--- src/rtl/id_ex_stage.sv ---
// ID/EX pipeline register built as a two-entry skid buffer.
// The main register drives Out_* directly; the skid register catches the one
// bundle that can arrive while the execute stage stalls. In_Ready depends only
// on the state register, so there is no combinational path from Out_Ready.
// Optional build macro: ID_EX_STALL_CNT_EN adds a saturating 16-bit
// Stall_Count output (cycles with Out_Valid=1 and Out_Ready=0, cleared by reset only).
//
// state | meaning
// EMPTY | nothing held, Out_Valid=0, In_Ready=1
// BUSY  | main register holds a bundle, skid empty
// FULL  | main and skid registers both hold bundles, In_Ready=0
module id_ex_stage #(
    parameter int XLEN = 32
) (
    input  logic            Clk,
    input  logic            Rst_n,
    input  logic            Flush,
    input  logic            In_Valid,
    output logic            In_Ready,
    input  logic [XLEN-1:0] In_Rs1_Data,
    input  logic [XLEN-1:0] In_Rs2_Data,
    input  logic [XLEN-1:0] In_Imm,
    input  logic            In_Alu_Src,
    input  logic [3:0]      In_Alu_Op,
    input  logic [4:0]      In_Rd,
    input  logic            In_Reg_Write,
    input  logic            In_Mem_Write,
    output logic            Out_Valid,
    input  logic            Out_Ready,
    output logic [XLEN-1:0] Out_Rs1_Data,
    output logic [XLEN-1:0] Out_Rs2_Data,
    output logic [XLEN-1:0] Out_Imm,
    output logic            Out_Alu_Src,
    output logic [3:0]      Out_Alu_Op,
    output logic [4:0]      Out_Rd,
    output logic            Out_Reg_Write,
    output logic            Out_Mem_Write
`ifdef ID_EX_STALL_CNT_EN
    ,
    output logic [15:0]     Stall_Count
`endif
);

    typedef enum logic [1:0] {
        EMPTY = 2'd0,
        BUSY  = 2'd1,
        FULL  = 2'd2
    } state_t;

    typedef struct packed {
        logic [XLEN-1:0] rs1;
        logic [XLEN-1:0] rs2;
        logic [XLEN-1:0] imm;
        logic            alu_src;
        logic [3:0]      alu_op;
        logic [4:0]      rd;
        logic            reg_write;
        logic            mem_write;
    } bundle_t;

    state_t  state, state_nxt;
    bundle_t main_q, skid_q, in_bundle;
    logic    fire_in, fire_out;
    logic    load_main_in, load_main_skid, load_skid, drain_main;

    assign in_bundle = '{rs1: In_Rs1_Data, rs2: In_Rs2_Data, imm: In_Imm,
                         alu_src: In_Alu_Src, alu_op: In_Alu_Op, rd: In_Rd,
                         reg_write: In_Reg_Write, mem_write: In_Mem_Write};

    assign In_Ready  = (state == EMPTY) || (state == BUSY);
    assign Out_Valid = (state == BUSY) || (state == FULL);
    assign fire_in   = In_Valid && In_Ready;
    assign fire_out  = Out_Valid && Out_Ready;

    // State register; reset and flush both return to EMPTY.
    always_ff @(posedge Clk) begin
        if (!Rst_n || Flush) begin
            state <= EMPTY;
        end else begin
            state <= state_nxt;
        end
    end

    // Next-state decode and register load controls.
    always_comb begin
        state_nxt      = state;
        load_main_in   = 1'b0;
        load_main_skid = 1'b0;
        load_skid      = 1'b0;
        drain_main     = 1'b0;
        unique case (state)
            EMPTY: begin
                if (fire_in) begin
                    state_nxt    = BUSY;
                    load_main_in = 1'b1;
                end
            end
            BUSY: begin
                if (fire_in && fire_out) begin
                    load_main_in = 1'b1;
                end else if (fire_in) begin
                    state_nxt = FULL;
                    load_skid = 1'b1;
                end else if (fire_out) begin
                    state_nxt  = EMPTY;
                    drain_main = 1'b1;
                end
            end
            FULL: begin
                if (fire_out) begin
                    state_nxt      = BUSY;
                    load_main_skid = 1'b1;
                end
            end
            default: state_nxt = EMPTY;
        endcase
    end

    // Main and skid registers; write enables drop whenever the stage empties.
    always_ff @(posedge Clk) begin
        if (!Rst_n) begin
            main_q <= '0;
            skid_q <= '0;
        end else if (Flush) begin
            main_q.reg_write <= 1'b0;
            main_q.mem_write <= 1'b0;
        end else begin
            if (load_main_in) begin
                main_q <= in_bundle;
            end else if (load_main_skid) begin
                main_q <= skid_q;
            end else if (drain_main) begin
                main_q.reg_write <= 1'b0;
                main_q.mem_write <= 1'b0;
            end
            if (load_skid) begin
                skid_q <= in_bundle;
            end
        end
    end

    assign Out_Rs1_Data  = main_q.rs1;
    assign Out_Rs2_Data  = main_q.rs2;
    assign Out_Imm       = main_q.imm;
    assign Out_Alu_Src   = main_q.alu_src;
    assign Out_Alu_Op    = main_q.alu_op;
    assign Out_Rd        = main_q.rd;
    assign Out_Reg_Write = main_q.reg_write;
    assign Out_Mem_Write = main_q.mem_write;

`ifdef ID_EX_STALL_CNT_EN
    logic [15:0] stall_cnt;

    // Saturating count of back-pressured cycles; flush leaves it untouched.
    always_ff @(posedge Clk) begin
        if (!Rst_n) begin
            stall_cnt <= '0;
        end else if (Out_Valid && !Out_Ready && (stall_cnt != 16'hFFFF)) begin
            stall_cnt <= stall_cnt + 16'd1;
        end
    end

    assign Stall_Count = stall_cnt;
`endif

endmodule

--- config.mk ---
export PLATFORM = sky130hd
export DESIGN_NAME = id_ex_stage
export DESIGN_NICKNAME = d
export VERILOG_FILES = /design/src/rtl/id_ex_stage.sv
export SDC_FILE = /design/constraint.sdc
export NUM_CORES = 1
export LEC_CHECK = 0
export CAP_MARGIN = 40
export CORE_ASPECT_RATIO = 0.7
export CORE_MARGIN = 5
export CORE_UTILIZATION = 46
export CTS_CLUSTER_DIAMETER = 60
export DETAILED_ROUTE_END_ITERATION = 10
export HOLD_SLACK_MARGIN = 0.06
export PLACE_DENSITY = 0.84
export SYNTH_ARGS = -nofsm -noshare
export SYNTH_HDL_FRONTEND = slang
export SYNTH_SLANG_ARGS = --single-unit
--- constraint.sdc ---
create_clock -name Clk -period 3.06 [get_ports Clk]
set_clock_uncertainty 0.15 [all_clocks]
set_input_delay 0.612 -clock Clk [delete_from_list [all_inputs] [get_ports Clk]]
set_output_delay 0.612 -clock Clk [all_outputs]
set_load 0.05 [all_outputs]
Word-level counts from Yosys, hierarchy flattened
Index checks and enable logic that the tools add are counted.
{"block": "word_totals", "reg_bits": 218, "out_inout_bits": 110}
{"block": "op_classes", "n_eq_ne": 6, "n_mux": 20, "n_bitwise": 2, "reduce_logical": 14}
{"cell": "$mux W108", "n": 1}
{"cell": "$mux W106", "n": 1}
{"cell": "$mux W2", "n": 7}
{"cell": "$mux W1", "n": 9}
{"cell": "$ne A2 B2 Y1 const B", "n": 3}
{"cell": "$pmux W2 S3", "n": 1}
{"cell": "$reduce_and A2 Y1", "n": 2}
{"cell": "$reduce_and A4 Y1", "n": 1}
{"cell": "$logic_and A1 B1 Y1", "n": 3}
{"cell": "$logic_or A1 B1 Y1", "n": 3}
{"cell": "$ne A3 B3 Y1 const B", "n": 1}
{"cell": "$reduce_bool A3 Y1", "n": 1}
{"cell": "$eq A2 B1 Y1 const B", "n": 1}
{"cell": "$eq A2 B2 Y1 const B", "n": 1}
{"cell": "$logic_not A2 Y1", "n": 1}
{"cell": "$not A1 Y1", "n": 2}
{"cell": "$pmux W1 S2", "n": 1}
{"cell": "$reduce_bool A2 Y1", "n": 1}
{"cell": "$reduce_or A2 Y1", "n": 1}
{"cell": "$logic_not A1 Y1", "n": 1}

Logic depth before layout (Yosys ltp)
{"block": "depth", "ltp_word": 10, "depth_mapped": 9, "ltp_nobuf": 6}

Least setup slack after synthesis
Ideal clock, no wire load.
{"block": "synth_path", "path_kind": "reg2reg", "from": "reg state[0]", "to": "reg skid_q[100] (netlist bit)", "t_arrival_ps": 2263, "required_ps": 2794, "setup_slack_ps": 531, "stages_incl_launch_ff": 10, "n_path_buf": 3, "period_less_slack_ps": 2529, "cell_sequence": "dfxtp_1 -> inv_1 -> ha_1 -> and2_1 -> or4_1 -> buf_2 -> buf_4 -> buf_6 -> nand2_1 -> a21boi_1"}
{"block": "synth_between", "elab_chain_cells": 7, "word_cells_on_any_way": 12, "cone_classes": "eq/ne (2); mux (3); reduce/logical (7)"}
{"element": "start, declared", "line_no": "61", "source": "state_t state, state_nxt;"}
{"element": "start signal, assigned", "line_no": "80", "source": "state <= state_nxt;"}
{"element": "$eq A2 B1 Y1 or $eq A2 B2 Y1 (tied branches)", "line_no": "71", "source": "assign Out_Valid = (state == BUSY) || (state == FULL);"}
{"element": "$logic_or A1 B1 Y1 *", "line_no": "71"}
{"element": "named net Out_Valid", "line_no": "28", "source": "output logic Out_Valid,"}
{"element": "$logic_and A1 B1 Y1 *", "line_no": "73", "source": "assign fire_out = Out_Valid && Out_Ready;"}
{"element": "$logic_and A1 B1 Y1 *", "line_no": "99", "source": "if (fire_in && fire_out) begin"}
{"element": "$mux W1 *", "line_no": "99"}
{"element": "$mux W1 *", "line_no": "91", "source": "unique case (state)"}
{"element": "$reduce_and A2 Y1 (no line) *"}
{"element": "end signal, assigned", "line_no": "137", "source": "skid_q <= in_bundle;"}
{"element": "end, declared", "line_no": "62", "source": "bundle_t main_q, skid_q, in_bundle;"}
Mark *: on every way through the listed nets, which the timed path passes. The rest lies on a longest branch.
A chain may end at the register's enable or synchronous reset.

Worst setup path after layout
{"block": "layout_path", "from": "reg state[0]", "to": "out In_Ready"}
{"block": "layout_between", "elab_chain_cells": 2, "word_cells_on_any_way": 3, "cone_classes": "eq/ne (1); reduce/logical (2)"}
{"element": "$eq A2 B1 Y1 or $logic_not A2 Y1 (tied branches)", "line_no": "70", "source": "assign In_Ready = (state == EMPTY) || (state == BUSY);"}
{"element": "$logic_or A1 B1 Y1 *", "line_no": "70"}
{"element": "end, declared", "line_no": "19", "source": "output logic In_Ready,"}
Every way passes the cells marked *; elsewhere a longest branch is shown, timed or not.

==> results.sh <==
export IMPL_grt_pass1_vias=8196
export IMPL_crit_path_max_fanout=5
export IMPL_drtIter0Drc=756
export IMPL_routed_wl_mm=25.8
export IMPL_num_vias=8619
export IMPL_hold_class="reg2reg"
export IMPL_antenna_cells=0
export IMPL_max_freq_mhz=350
export IMPL_synthCells=1112
export IMPL_cp_slowest_cell="dlygate4sd2_1"
export IMPL_ir_drop_uv=297
export IMPL_post_route_min_period_ns=2.86
export IMPL_dieArea_um2=22400
export IMPL_critPathLaunchType="register"
export IMPL_initial_core_util=0.472
export IMPL_tns_ns=0
export IMPL_slew_headroom=0.624
export IMPL_drv_cap=0
export IMPL_worst_pin_slew_ns=0.562
export IMPL_area_growth_pct=35.1
export IMPL_end_kind="output pin"
export IMPL_syn_nets=1230
export IMPL_synth_top_area_share=0.486
export IMPL_layout_nets=1393
export IMPL_synth_area_leaders="dfxtp_1, nand2_1, a211oi_1, a21boi_0, nor3_1"
export IMPL_ys_ff_latch=218
export IMPL_num_fill_cells=1622
export IMPL_clockBufferDepth=3
export IMPL_crit_top_cell="inv_1"
export IMPL_viasPerCell=5.55
export IMPL_ys_warn_count=0
export IMPL_grt_max_degree=106
export IMPL_rsz0062_at_grt="no"
export IMPL_synth_distinct_cells=33
export IMPL_num_rows=42
export IMPL_antenna_found_initial=0
export IMPL_io_buffers=222
export IMPL_crit_required_ns=2.30
export IMPL_synthArstFlopShare=0
export IMPL_outcome="finished clean"
export IMPL_path_clk_slew_ns=0.06
export IMPL_gp_congestion=0.794
export IMPL_synth_edf_count=0
export IMPL_crit_type="reg2out"
export IMPL_yosys_area_top_type="dfxtp_1"
export IMPL_syn_area_um2=8970
export IMPL_arrival_ns=2.10
export IMPL_yosysSeqAreaShare=0.486
export IMPL_worstSkewPairLatency_ns=0.48
export IMPL_finalSetupViolations=0
export IMPL_cts_buffers=21
export IMPL_drtAntennaViolNets=0
export IMPL_avgSynthCellArea_um2=8.07
export IMPL_fin_util=0.637
export IMPL_drc_errors=0
export IMPL_drv_slew=0
export IMPL_place_hpwl_mm=16.3
export IMPL_final_cell_mix="nand2_1, dfxtp_1, clkdlybuf4s50_1"
export IMPL_track_usage=0.219
export IMPL_clock_sinks=218
export IMPL_multiInputGateArea_um2=4180
export IMPL_dr_pass1_iters=7
export IMPL_final_common_cell="nand2_1"
export IMPL_cts_root_buf="clkbuf_16"
export IMPL_synth_flop_cell="dfxtp_1"
export IMPL_drive_gt1_frac=0.0443
export IMPL_hold_viol_final=0
export IMPL_die_height_um=127
export IMPL_wire_per_inst_um=16.6
export IMPL_grt_pass1_wl_mm=41.8
export IMPL_power_density_nw_per_um2=554
export IMPL_seqCellArea_um2=4360
export IMPL_fin_crit_sh=0.934
export IMPL_p_leak_nw=4.26
export IMPL_ios=223
export IMPL_cts_tree="yes"
export IMPL_path_cells="inv_1 > ha_1 > nor2_1 > inv_1 > dlygate4sd2_1"
export IMPL_core_area_um2=19000
export IMPL_die_x_um=177
export IMPL_max_stage_delay_ns=0.44
export IMPL_overflow=0
export IMPL_htreeDepth=1
## metal layers
metal,up-vias,share of wire,GRT usage
met3,34,0.088,0.0470
met4,0,0.015,0.0391
met1,4044,0.44,0.304
li1,4183,-,-
met5,-,0,0
met2,358,0.45,0.357
## where the power goes
group          internal [mW]  switching, mW
clock network           1.47           1.03
logic                  0.455          0.721
registers               2.96         0.0729
## cell usage after synthesis, types with 2 or more instances
| cell type | number |
|---|---|
| a211oi_1 | 105 |
| a21boi_0 | 88 |
| a21boi_1 | 20 |
| a21oi_1 | 4 |
| a2bb2oi_1 | 2 |
| and2_1 | 2 |
| buf_1 | 4 |
| buf_2 | 18 |
| buf_6 | 2 |
| clkbuf_1 | 80 |
| dfxtp_1 | 218 |
| ha_1 | 5 |
| inv_1 | 4 |
| mux2i_1 | 2 |
| nand2_1 | 220 |
| nand2b_1 | 3 |
| nor2_1 | 109 |
| nor3_1 | 105 |
| o21ai_0 | 103 |
| o21ai_1 | 4 |
| or4_1 | 2 |
## registers in the layout (all words and copies together) (netlist names)
signal,count
Out_Alu_Op,4
Out_Alu_Src,1
Out_Imm,32
Out_Mem_Write,1
Out_Rd,5
Out_Reg_Write,1
Out_Rs1_Data,32
Out_Rs2_Data,32
skid_q,108
state,2
## area by class of cell
cell class,instances,area share
Timing Repair Buffer,245,0.213
Tap cell,264,0.0272
Multi-Input combinational cell,785,0.344
Clock inverter,2,0.00289
Sequential cell,218,0.360
Clock buffer,34,0.0515
Inverter,4,0.00124
## path summary, 6_finish.rpt
kind | from | endpoint | slack, ns | depth (start not counted)
min reg2reg | skid_q[88] | skid_q[88] | 0.30 | 2
max reg2reg | state[0] | Out_Imm[6] | 0.50 | 7
max | state[0] | In_Ready | 0.20 | 5
min | skid_q[88] | skid_q[88] | 0.30 | 2
## worst max-delay path: cells and delay by family (launching register included)
kind / cells / cell delay [ns]
adder cells (fa/ha/maj): 1 / 0.27
buffers and inverters: 3 / 0.63
flip-flops: 1 / 0.40
AND/OR/NAND/NOR: 1 / 0.33
## logic make-up (layout without fill, tap and decap cells)
logic type | count (synthesis) | after routing | synth area share
and+or+nand+nor | 447 | 447 | 0.207
AOI/OAI and AO/OA | 331 | 331 | 0.247
DFF | 218 | 218 | 0.486
buffers and inverters | 109 | 285 | 0.0502
adders and majority gates | 5 | 5 | 0.00697
muxes | 2 | 2 | 0.00223
## stage by stage
step                instances  setup slack, ns  instance area [µm²]  hold slack (ns)  total power, mW
global route             1552           0.0574                12100            0.321             6.97
detailed placement       1516            0.253                11500            0.295             4.27
global placement         1515            0.374                11400            0.291             4.25
finish                   1552            0.201                12100            0.302             6.71
CTS                      1552           0.0703                12100            0.304             6.77
floorplan                1112            0.531                 8970            0.285             3.75
## what timing repair did
| item | CTS | global route |
|---|---|---|
| endpoints found under the hold margin | 0 | 0 |
| hold buffers | 0 | 0 |
| buffers inserted | 0 | 0 |
| endpoints found under the setup margin | 1 | 1 |
| resized for setup | 1 | 1 |
Power figures use the tool's default switching activity.
